`src/rtl/usb2_ts_packer.sv`:
```
// Packs 188-byte MPEG-TS packets (sync 0x47) into the EP3 bulk-IN endpoint buffer
// and commits the buffer when full, on an idle timeout, or when capture is disabled.
module usb2_ts_packer #(
    parameter int XFER_PKTS   = 10,
    parameter int TIMEOUT_CYC = 60000
) (
    input  logic        ep3_ext_clk,
    input  logic        reset_n,
    input  logic        enable,
    input  logic [7:0]  ts_data,
    input  logic        ts_valid,
    input  logic        ts_sop,
    output logic [10:0] ep3_buf_in_addr,
    output logic [7:0]  ep3_buf_in_data,
    output logic        ep3_buf_in_wren,
    input  logic        ep3_buf_in_ready,
    output logic        ep3_buf_in_commit,
    output logic [10:0] ep3_buf_in_commit_len,
    input  logic        ep3_buf_in_commit_ack,
    output logic [15:0] stat_drop_cnt,
    output logic [1:0]  stat_state
);

    localparam logic [7:0]  SYNC_BYTE = 8'h47;
    localparam logic [7:0]  PKT_LEN   = 8'd188;
    localparam logic [7:0]  LAST_IDX  = 8'd187;
    localparam logic [3:0]  FULL_CNT  = 4'(XFER_PKTS);
    localparam logic [15:0] TMO_LAST  = 16'(TIMEOUT_CYC - 1);

    typedef enum logic [1:0] {
        ST_IDLE   = 2'd0,
        ST_FILL   = 2'd1,
        ST_COMMIT = 2'd2
    } state_t;

    state_t      state;
    logic [10:0] wr_ptr;
    logic [10:0] bnd_ptr;
    logic [7:0]  byte_idx;
    logic [3:0]  pkt_cnt;
    logic [15:0] idle_tmr;

    logic        sop_seen;
    logic        is_start;
    logic        bad_sop;
    logic        in_pkt;
    logic        can_accept;
    logic [10:0] wr_ptr_n;
    logic [10:0] bnd_ptr_n;
    logic [7:0]  byte_idx_n;
    logic [3:0]  pkt_cnt_n;
    logic [15:0] idle_tmr_n;
    logic        byte_we;
    logic [10:0] byte_addr;
    logic        part_n;
    logic        go_commit;
    logic        go_idle;
    logic [1:0]  drop_inc;

    function automatic logic [15:0] sat_add16(input logic [15:0] a, input logic [1:0] b);
        logic [16:0] sum;
        sum = {1'b0, a} + {15'd0, b};
        return sum[16] ? 16'hFFFF : sum[15:0];
    endfunction

    assign sop_seen   = ts_valid & ts_sop;
    assign is_start   = sop_seen & (ts_data == SYNC_BYTE);
    assign bad_sop    = sop_seen & (ts_data != SYNC_BYTE);
    assign in_pkt     = (byte_idx != PKT_LEN);
    assign can_accept = (pkt_cnt != FULL_CNT);

    // Byte acceptance and exit decision for the current cycle
    always_comb begin
        wr_ptr_n   = wr_ptr;
        bnd_ptr_n  = bnd_ptr;
        byte_idx_n = byte_idx;
        pkt_cnt_n  = pkt_cnt;
        idle_tmr_n = idle_tmr;
        byte_we    = 1'b0;
        byte_addr  = wr_ptr;
        part_n     = 1'b0;
        go_commit  = 1'b0;
        go_idle    = 1'b0;
        drop_inc   = 2'd0;
        case (state)
            ST_IDLE, ST_COMMIT: begin
                if (sop_seen) drop_inc = 2'd1;
            end
            ST_FILL: begin
                if (!can_accept) begin
                    if (sop_seen) drop_inc = 2'd1;
                end else if (is_start) begin
                    // A start always lands at the last packet boundary, aborting any partial packet
                    byte_we    = 1'b1;
                    byte_addr  = bnd_ptr;
                    wr_ptr_n   = bnd_ptr + 11'd1;
                    byte_idx_n = 8'd1;
                    if (in_pkt) drop_inc = 2'd1;
                end else if (bad_sop) begin
                    drop_inc   = 2'd1;
                    byte_idx_n = PKT_LEN;
                    wr_ptr_n   = bnd_ptr;
                end else if (ts_valid && in_pkt) begin
                    byte_we   = 1'b1;
                    byte_addr = wr_ptr;
                    wr_ptr_n  = wr_ptr + 11'd1;
                    if (byte_idx == LAST_IDX) begin
                        byte_idx_n = PKT_LEN;
                        bnd_ptr_n  = wr_ptr + 11'd1;
                        pkt_cnt_n  = pkt_cnt + 4'd1;
                    end else begin
                        byte_idx_n = byte_idx + 8'd1;
                    end
                end
                idle_tmr_n = byte_we ? 16'd0 : ((pkt_cnt != 4'd0) ? idle_tmr + 16'd1 : idle_tmr);
                part_n     = (byte_idx_n != PKT_LEN);
                go_commit  = !can_accept
                           || ((idle_tmr == TMO_LAST) && (pkt_cnt != 4'd0))
                           || (!enable && (pkt_cnt_n != 4'd0));
                go_idle    = !go_commit && !enable;
                if ((go_commit || go_idle) && part_n) drop_inc = drop_inc + 2'd1;
            end
            default: ;
        endcase
    end

    always_ff @(posedge ep3_ext_clk or negedge reset_n) begin
        if (!reset_n) begin
            state                 <= ST_IDLE;
            wr_ptr                <= 11'd0;
            bnd_ptr               <= 11'd0;
            byte_idx              <= PKT_LEN;
            pkt_cnt               <= 4'd0;
            idle_tmr              <= 16'd0;
            ep3_buf_in_addr       <= 11'd0;
            ep3_buf_in_data       <= 8'd0;
            ep3_buf_in_wren       <= 1'b0;
            ep3_buf_in_commit     <= 1'b0;
            ep3_buf_in_commit_len <= 11'd0;
            stat_drop_cnt         <= 16'd0;
        end else begin
            ep3_buf_in_wren <= 1'b0;
            stat_drop_cnt   <= sat_add16(stat_drop_cnt, drop_inc);
            case (state)
                ST_IDLE: begin
                    if (ep3_buf_in_ready && enable) begin
                        state    <= ST_FILL;
                        wr_ptr   <= 11'd0;
                        bnd_ptr  <= 11'd0;
                        pkt_cnt  <= 4'd0;
                        byte_idx <= PKT_LEN;
                        idle_tmr <= 16'd0;
                    end
                end
                ST_FILL: begin
                    bnd_ptr  <= bnd_ptr_n;
                    pkt_cnt  <= pkt_cnt_n;
                    idle_tmr <= idle_tmr_n;
                    // A byte of a packet that is being discarded on exit is not written
                    if (byte_we && !((go_commit || go_idle) && part_n)) begin
                        ep3_buf_in_wren <= 1'b1;
                        ep3_buf_in_addr <= byte_addr;
                        ep3_buf_in_data <= ts_data;
                    end
                    if (go_commit || go_idle) begin
                        wr_ptr   <= bnd_ptr_n;
                        byte_idx <= PKT_LEN;
                    end else begin
                        wr_ptr   <= wr_ptr_n;
                        byte_idx <= byte_idx_n;
                    end
                    if (go_commit) begin
                        state                 <= ST_COMMIT;
                        ep3_buf_in_commit     <= 1'b1;
                        ep3_buf_in_commit_len <= bnd_ptr_n;
                    end else if (go_idle) begin
                        state <= ST_IDLE;
                    end
                end
                ST_COMMIT: begin
                    if (ep3_buf_in_commit_ack) begin
                        ep3_buf_in_commit <= 1'b0;
                        state             <= ST_IDLE;
                    end
                end
                default: state <= ST_IDLE;
            endcase
        end
    end

    assign stat_state = state;

endmodule
```
`config.mk`:
```
export PLATFORM = sky130hd
export DESIGN_NAME = usb2_ts_packer
export DESIGN_NICKNAME = d
export VERILOG_FILES = /design/src/rtl/usb2_ts_packer.sv
export SDC_FILE = /design/constraint.sdc
export NUM_CORES = 1
export LEC_CHECK = 0
export CAP_MARGIN = 20
export CORE_UTILIZATION = 50
export DETAILED_ROUTE_END_ITERATION = 7
export HOLD_SLACK_MARGIN = 0.12
export PLACE_DENSITY = 0.75
export SETUP_SLACK_MARGIN = 0.5
export SYNTH_ARGS = -nofsm -noshare
export SYNTH_HDL_FRONTEND = slang
export SYNTH_SLANG_ARGS = --single-unit
```
`constraint.sdc`:
```
create_clock -name ep3_ext_clk -period 4.6 [get_ports ep3_ext_clk]
set_clock_uncertainty 0.15 [all_clocks]
set_input_delay 0.92 -clock ep3_ext_clk [delete_from_list [all_inputs] [get_ports ep3_ext_clk]]
set_output_delay 0.92 -clock ep3_ext_clk [all_outputs]
set_load 0.005 [all_outputs]
```
Yosys cells after proc, flatten, opt, wreduce, memory -nomap -nowiden
Index checks and enable logic that the tools add are counted.
Widths: inputs -> output; s select.
{ "word_totals": {"romBits": 0, "ram_bits": 0, "regBits": 100, "input_bits": 15, "elab_cells": 131, "latch_bits": 0, "n_memories": 0, "output_inout_bits": 50} }
{ "classes": {"magnitude_cmp": 0, "n_mux": 64, "n_bitwise": 3, "add_sub_neg": 7, "div_mod_pow": 0, "n_reduce_logical": 29, "multipliers": 0, "shifts": 0, "eq_ne": 16} }
{ "ops": {"columns": ["cell", "n"], "rows": [
  ["$mux 11", 13],
  ["$mux 16", 4],
  ["$mux 8", 8],
  ["$pmux 11 s2", 2],
  ["$pmux 16 s2", 1],
  ["$mux 4", 7],
  ["$add 11x1->11 const B", 2],
  ["$add 16x2->17", 1],
  ["$add 16x1->16 const B", 1],
  ["$eq 16x16->1 const B", 1],
  ["$mux 1", 16],
  ["$mux 2", 8],
  ["$ne 8x8->1 const B", 2],
  ["$pmux 8 s2", 1],
  ["$ne 3x3->1 const B", 3],
  ["$reduce_and 3->1", 3],
  ["$add 8x1->8 const B", 1],
  ["$eq 8x7->1 const B", 1],
  ["$eq 8x8->1 const B", 1],
  ["$logic_and 1x1->1", 8],
  ["$ne 8x7->1 const B", 1],
  ["$pmux 4 s2", 1],
  ["$reduce_bool 4->1", 2],
  ["$ne 2x2->1 const B", 3],
  ["17 further kinds", 28]
]} }

Depth between registers and ports, before layout
{ "depth": {"ltp_word": 19, "mapped_depth": 23, "ltp_nobuf": 21} }

Worst setup path after synthesis
Ideal clock, no wire load.
{ "synth_path": {"path_kind": "input to register", "from": "input ts_data[5]", "to": "register stat_drop_cnt[10]", "arrival_ns": 4.700, "cell_stages": 18, "setup_time_ns": 0.068, "path_slack_ns": -0.318, "n_path_buf": 2, "required_time_ns": 4.382, "cell_sequence": "or4b_4 > nor4_2 > clkbuf_1 > a21oi_1 > ha_1 > nand2_1 > o21ai_0 > ha_1 > inv_1 > fa_1 > and3b_1 > and3_1 > nand3_1 > nor2_1 > nand3_1 > or2_2 > clkbuf_1 > nand2_1"} }
{ "synth_between": {"elab_chain_cells": 17, "word_cells_on_any_way": 29, "cone_classes": "add/sub: 2; eq/ne: 3; mux: 15; bitwise: 2; reduce/logical: 7"} }
{ "synth_rtl": {"columns": ["element", "line_no", "source"], "rows": [
  ["start, declared", "10", "input logic [7:0] ts_data,"],
  ["$ne 8x7->1", "68", "assign bad_sop = sop_seen & (ts_data != SYNC_BYTE);"],
  ["$and 1x1->1", "68", null],
  ["$mux 4", "99", "end else if (bad_sop) begin"],
  ["$mux 4", "92", "end else if (is_start) begin"],
  ["$mux 4", "90", "if (!can_accept) begin"],
  ["$mux 4", "85", "case (state)"],
  ["$reduce_bool 4->1", "119", "|| (!enable && (pkt_cnt_n != 4'd0));"],
  ["$logic_and 1x1->1", "119", null],
  ["$logic_or 1x1->1", "119", null],
  ["$logic_not 1->1", "120", "go_idle = !go_commit && !enable;"],
  ["$logic_and 1x1->1", "120", null],
  ["$logic_or 1x1->1", "121", "if ((go_commit || go_idle) && part_n) drop_inc = drop_inc + 2'd1;"],
  ["$logic_and 1x1->1", "121", null],
  ["$mux 2 *", "121", null],
  ["$pmux 2 s2 *", "85", null],
  ["$add 16x2->17 *", "62", "sum = {1'b0, a} + {15'd0, b};"],
  ["$mux 16 *", "63", "return sum[16] ? 16'hFFFF : sum[15:0];"],
  ["end signal, assigned", "143", "stat_drop_cnt <= sat_add16(stat_drop_cnt, drop_inc);"],
  ["end, declared", "20", "output logic [15:0] stat_drop_cnt,"]
]} }
Every way passes the cells marked *; elsewhere a longest branch is shown, timed or not. The select of a mux whose other input is x is not followed.
A chain may end at the register's enable or synchronous reset.

Worst setup path in the final report
{ "layout_path": {"from": "input ts_data[5]", "to": "register stat_drop_cnt[6]"} }
The elaborated chain is that of the path after synthesis.

==> results.txt <==
Synth Area in Compound Gates = 16.62%
wirelength, routed = 16.65 mm
largest family of logic cells by synthesized area = simple AND/OR/NAND/NOR gates
first-pass GRT wire length = 26.30 mm
Critical Path Sink Type = flop
GRT Total Usage = 28.37%
ys flop type = dfrtp_1
clock latency on the worst-skew pair = 350 ps
Via Count = 5401
worst-path fanout max = 6
FF+latch count, synth = 100
final setup violating endpoints = 0
mapped cell area = 0.005857 sq mm
post-route insts no fill = 904
Tmin final = 4413 ps
layout cells sized above 1 = 24.31%
EDFF count, synth = 0
net switching power = 0.6279 mW
Sw Ratio = 27.88%
RR Startpoint = pkt_cnt[0]
CTS Hold Bufs = 0
class of the worst hold path = reg -> reg
critical hold path startpoint = ep3_buf_in_commit_len[6]
total power = 2.253 mW
Gate power share = 18.4%
CP startpoint = ts_data[5]
YS warnings = 0
pin count of the biggest net entering global routing = 71
Routed Antenna Nets = 0
Worst-Margin Slew = 904.2 ps
placed cell count = 867
diode count = 0
Top Ports = 65
antenna violations before repair = 0
Final Hold Vio Count = 0
H-tree depth = 3
Pint = 1.625 mW
Peak VDD IR = 0.2153 mV
Synth Area in Simple Gates = 23.26%
CP arrival = 4560 ps
chip width = 110.2 um
total of max-cap violations = 0
starting density of the core = 51.29%
Routed wire per std cell = 18.42 um
syn_nets = 662
worst slew margin relative to its limit = 39.72%
Synth Area in XOR/XNOR = 4.187%
Leak Pwr = 3.463 nW
DP Area = 0.006987 sq mm
Data required, critical path = 4740 ps
Die Area = 0.01215 sq mm
global route overflow = 0
post-synthesis mux area share = 7.028%
Clk pwr share = 36.4%
Startpoint Class = input port
status = finished clean
setup repair after global routing missed its margin = true
CTS tree = yes
CTS Buf Count = 9
Clock Pin Slew Worst Setup and Hold Paths = 80 ps
drt pass-1 iters = 5
vias in the first global route = 5153
DP Wirelength = 11.60 mm
Fmax achieved = 226.6 MHz
Via density = 5.975
Final Util = 66.46%
fraction of synthesis flops using an asynchronous set or reset pin = 100.0%
sequential share of the synthesized area = 42.83%
Chip Height = 110.2 um
library cells used by synthesis = 72
Nets = 783
Multi-input gate area = 0.003356 sq mm
syn_area_per_cell = 9.223 sq um
Initial DRC Count = 330
Crit Path Class = in -> reg
Mapped Cells = 635
Seq pwr share = 45.2%
core area = 0.01142 sq mm
period utilization = 95.94%
IO buf count = 64
Fillers = 916
final instance area = 0.007589 sq mm
P&R area growth vs syn = 29.57%
clock root cell = clkbuf_16
Slew Limit Fails = 0
setup TNS = 0 ps
CTS max path bufs = 2
Synth Area in Adders = 2.692%
routability cong. = 0.8995
register area = 0.002509 sq mm
clock sinks = 100
power density over cell area = 296.8 mW/mm^2
drc violations = 0
row cnt = 39
through the flow:
step	hold slack [ps]	setup WS [ps]
floorplan	306.6	54.59
global route	372.6	0.7954
detailed placement	327.9	-620.5
finish	335.1	186.6
CTS	345.5	159.7
global placement	317.8	-502.2
Yosys cell counts, drive strengths merged, types with 12 or more instances:
cell type / n / share of area [%]
nand3: 30 / 2.6
nor2: 47 / 3.1
mux2: 24 / 5.8
clkbuf: 19 / 1.2
o21ai: 56 / 4.8
dfrtp: 95 / 41
inv: 16 / 1.0
nand4: 12 / 1.3
xnor2: 16 / 2.4
nand2: 121 / 7.8
a21oi: 26 / 2.2
xor2: 12 / 1.8
cell families (layout without fill, tap and decap cells):
family                   after synthesis  in the layout
AO/OA/AOI/OAI                        144            144
XOR/XNOR                              28             28
adder cells (fa/ha/maj)               12             12
buffers and inverters                 45            170
flip-flops                           100            100
multiplexers                          31             31
AND/OR/NAND/NOR                      275            276
path summary, 6_finish.rpt:
check / end / slack (ps) / depth (start not counted)
setup / recovery: stat_drop_cnt[6] / 190 / 21
hold / removal: ep3_buf_in_commit_len[6] / 340 / 2
setup reg to reg: stat_drop_cnt[6] / 210 / 21
hold reg to reg: ep3_buf_in_commit_len[6] / 340 / 2
max in group asynchronous: byte_idx[4] / 2760 / 2
min in group asynchronous: ep3_buf_in_wren / 540 / 1
power by group through the flow:
stage | Clock (mW) | Combinational (mW) | Sequential [mW]
after global placement | 0 | 0.394 | 1.03
after floorplan | 0 | 0.187 | 1.02
final | 0.820 | 0.414 | 1.02
after detailed placement | 0 | 0.402 | 1.03
after CTS | 0.828 | 0.408 | 1.02
after global routing | 0.864 | 0.453 | 1.03
flip-flops by register name (all words and copies together), names as in the netlist:
| signal | cells |
|---|---|
| idle_tmr | 16 |
| stat_drop_cnt | 16 |
| bnd_ptr | 11 |
| ep3_buf_in_addr | 11 |
| ep3_buf_in_commit_len | 11 |
| wr_ptr | 11 |
| byte_idx | 8 |
| ep3_buf_in_data | 8 |
| pkt_cnt | 4 |
| stat_state | 2 |
| ep3_buf_in_commit | 1 |
| ep3_buf_in_wren | 1 |
layout by cell type (no fill, tap or decap), types with 16 or more instances in the layout:
cell type	count
clkdlybuf4s50_1	53
nand2_1	114
nor2_1	44
a21oi_1	26
o21ai_0	52
xnor2_1	16
dfrtp_1	95
nand3_1	25
buf_4	72
mux2_4	19
worst max-delay path, cell delays in order:
cell      delay (ps)
buf_6             90
or4b_4           570
buf_4            170
nor2_4           110
nand3_2          130
o211ai_1         160
nor2_1           100
a32oi_1          270
ha_1             150
nand2_1           40
o21ai_1           90
ha_2             210
inv_2             40
fa_2             330
and3b_1          240
and3_4           220
nand3_4           90
nor2_4           120
nand3_2          110
or2_4            320
nand2_2           70
metal layers:
metal,GRT usage (%),part of all wire (%),vias to the layer above,wire length [um]
li1,-,-,2520,-
met1,36.98,43,2624,7162
met2,47.46,48,223,8014
met3,5.232,6.8,34,1138
met4,9.774,2.0,0,338
met5,0,0,-,0
layout make-up:
class                   count  area share, %
inverters                  16         0.7914
clock buffers               9          2.968
flip-flops and latches    100          33.06
clock inverters             7          1.220
well taps                 143          2.358
repair buffers            138          15.38
multi-input cells         491          44.22
what timing repair did:
| item | CTS | global route |
|---|---|---|
| setup buffers | 16 | 4 |
| pin swaps | 18 | 17 |
| gates cloned | 1 | 0 |
| gates resized for setup | 60 | 19 |
| setup endpoints to repair | 16 | 16 |
Note: power is estimated with default switching activity, not from simulation.
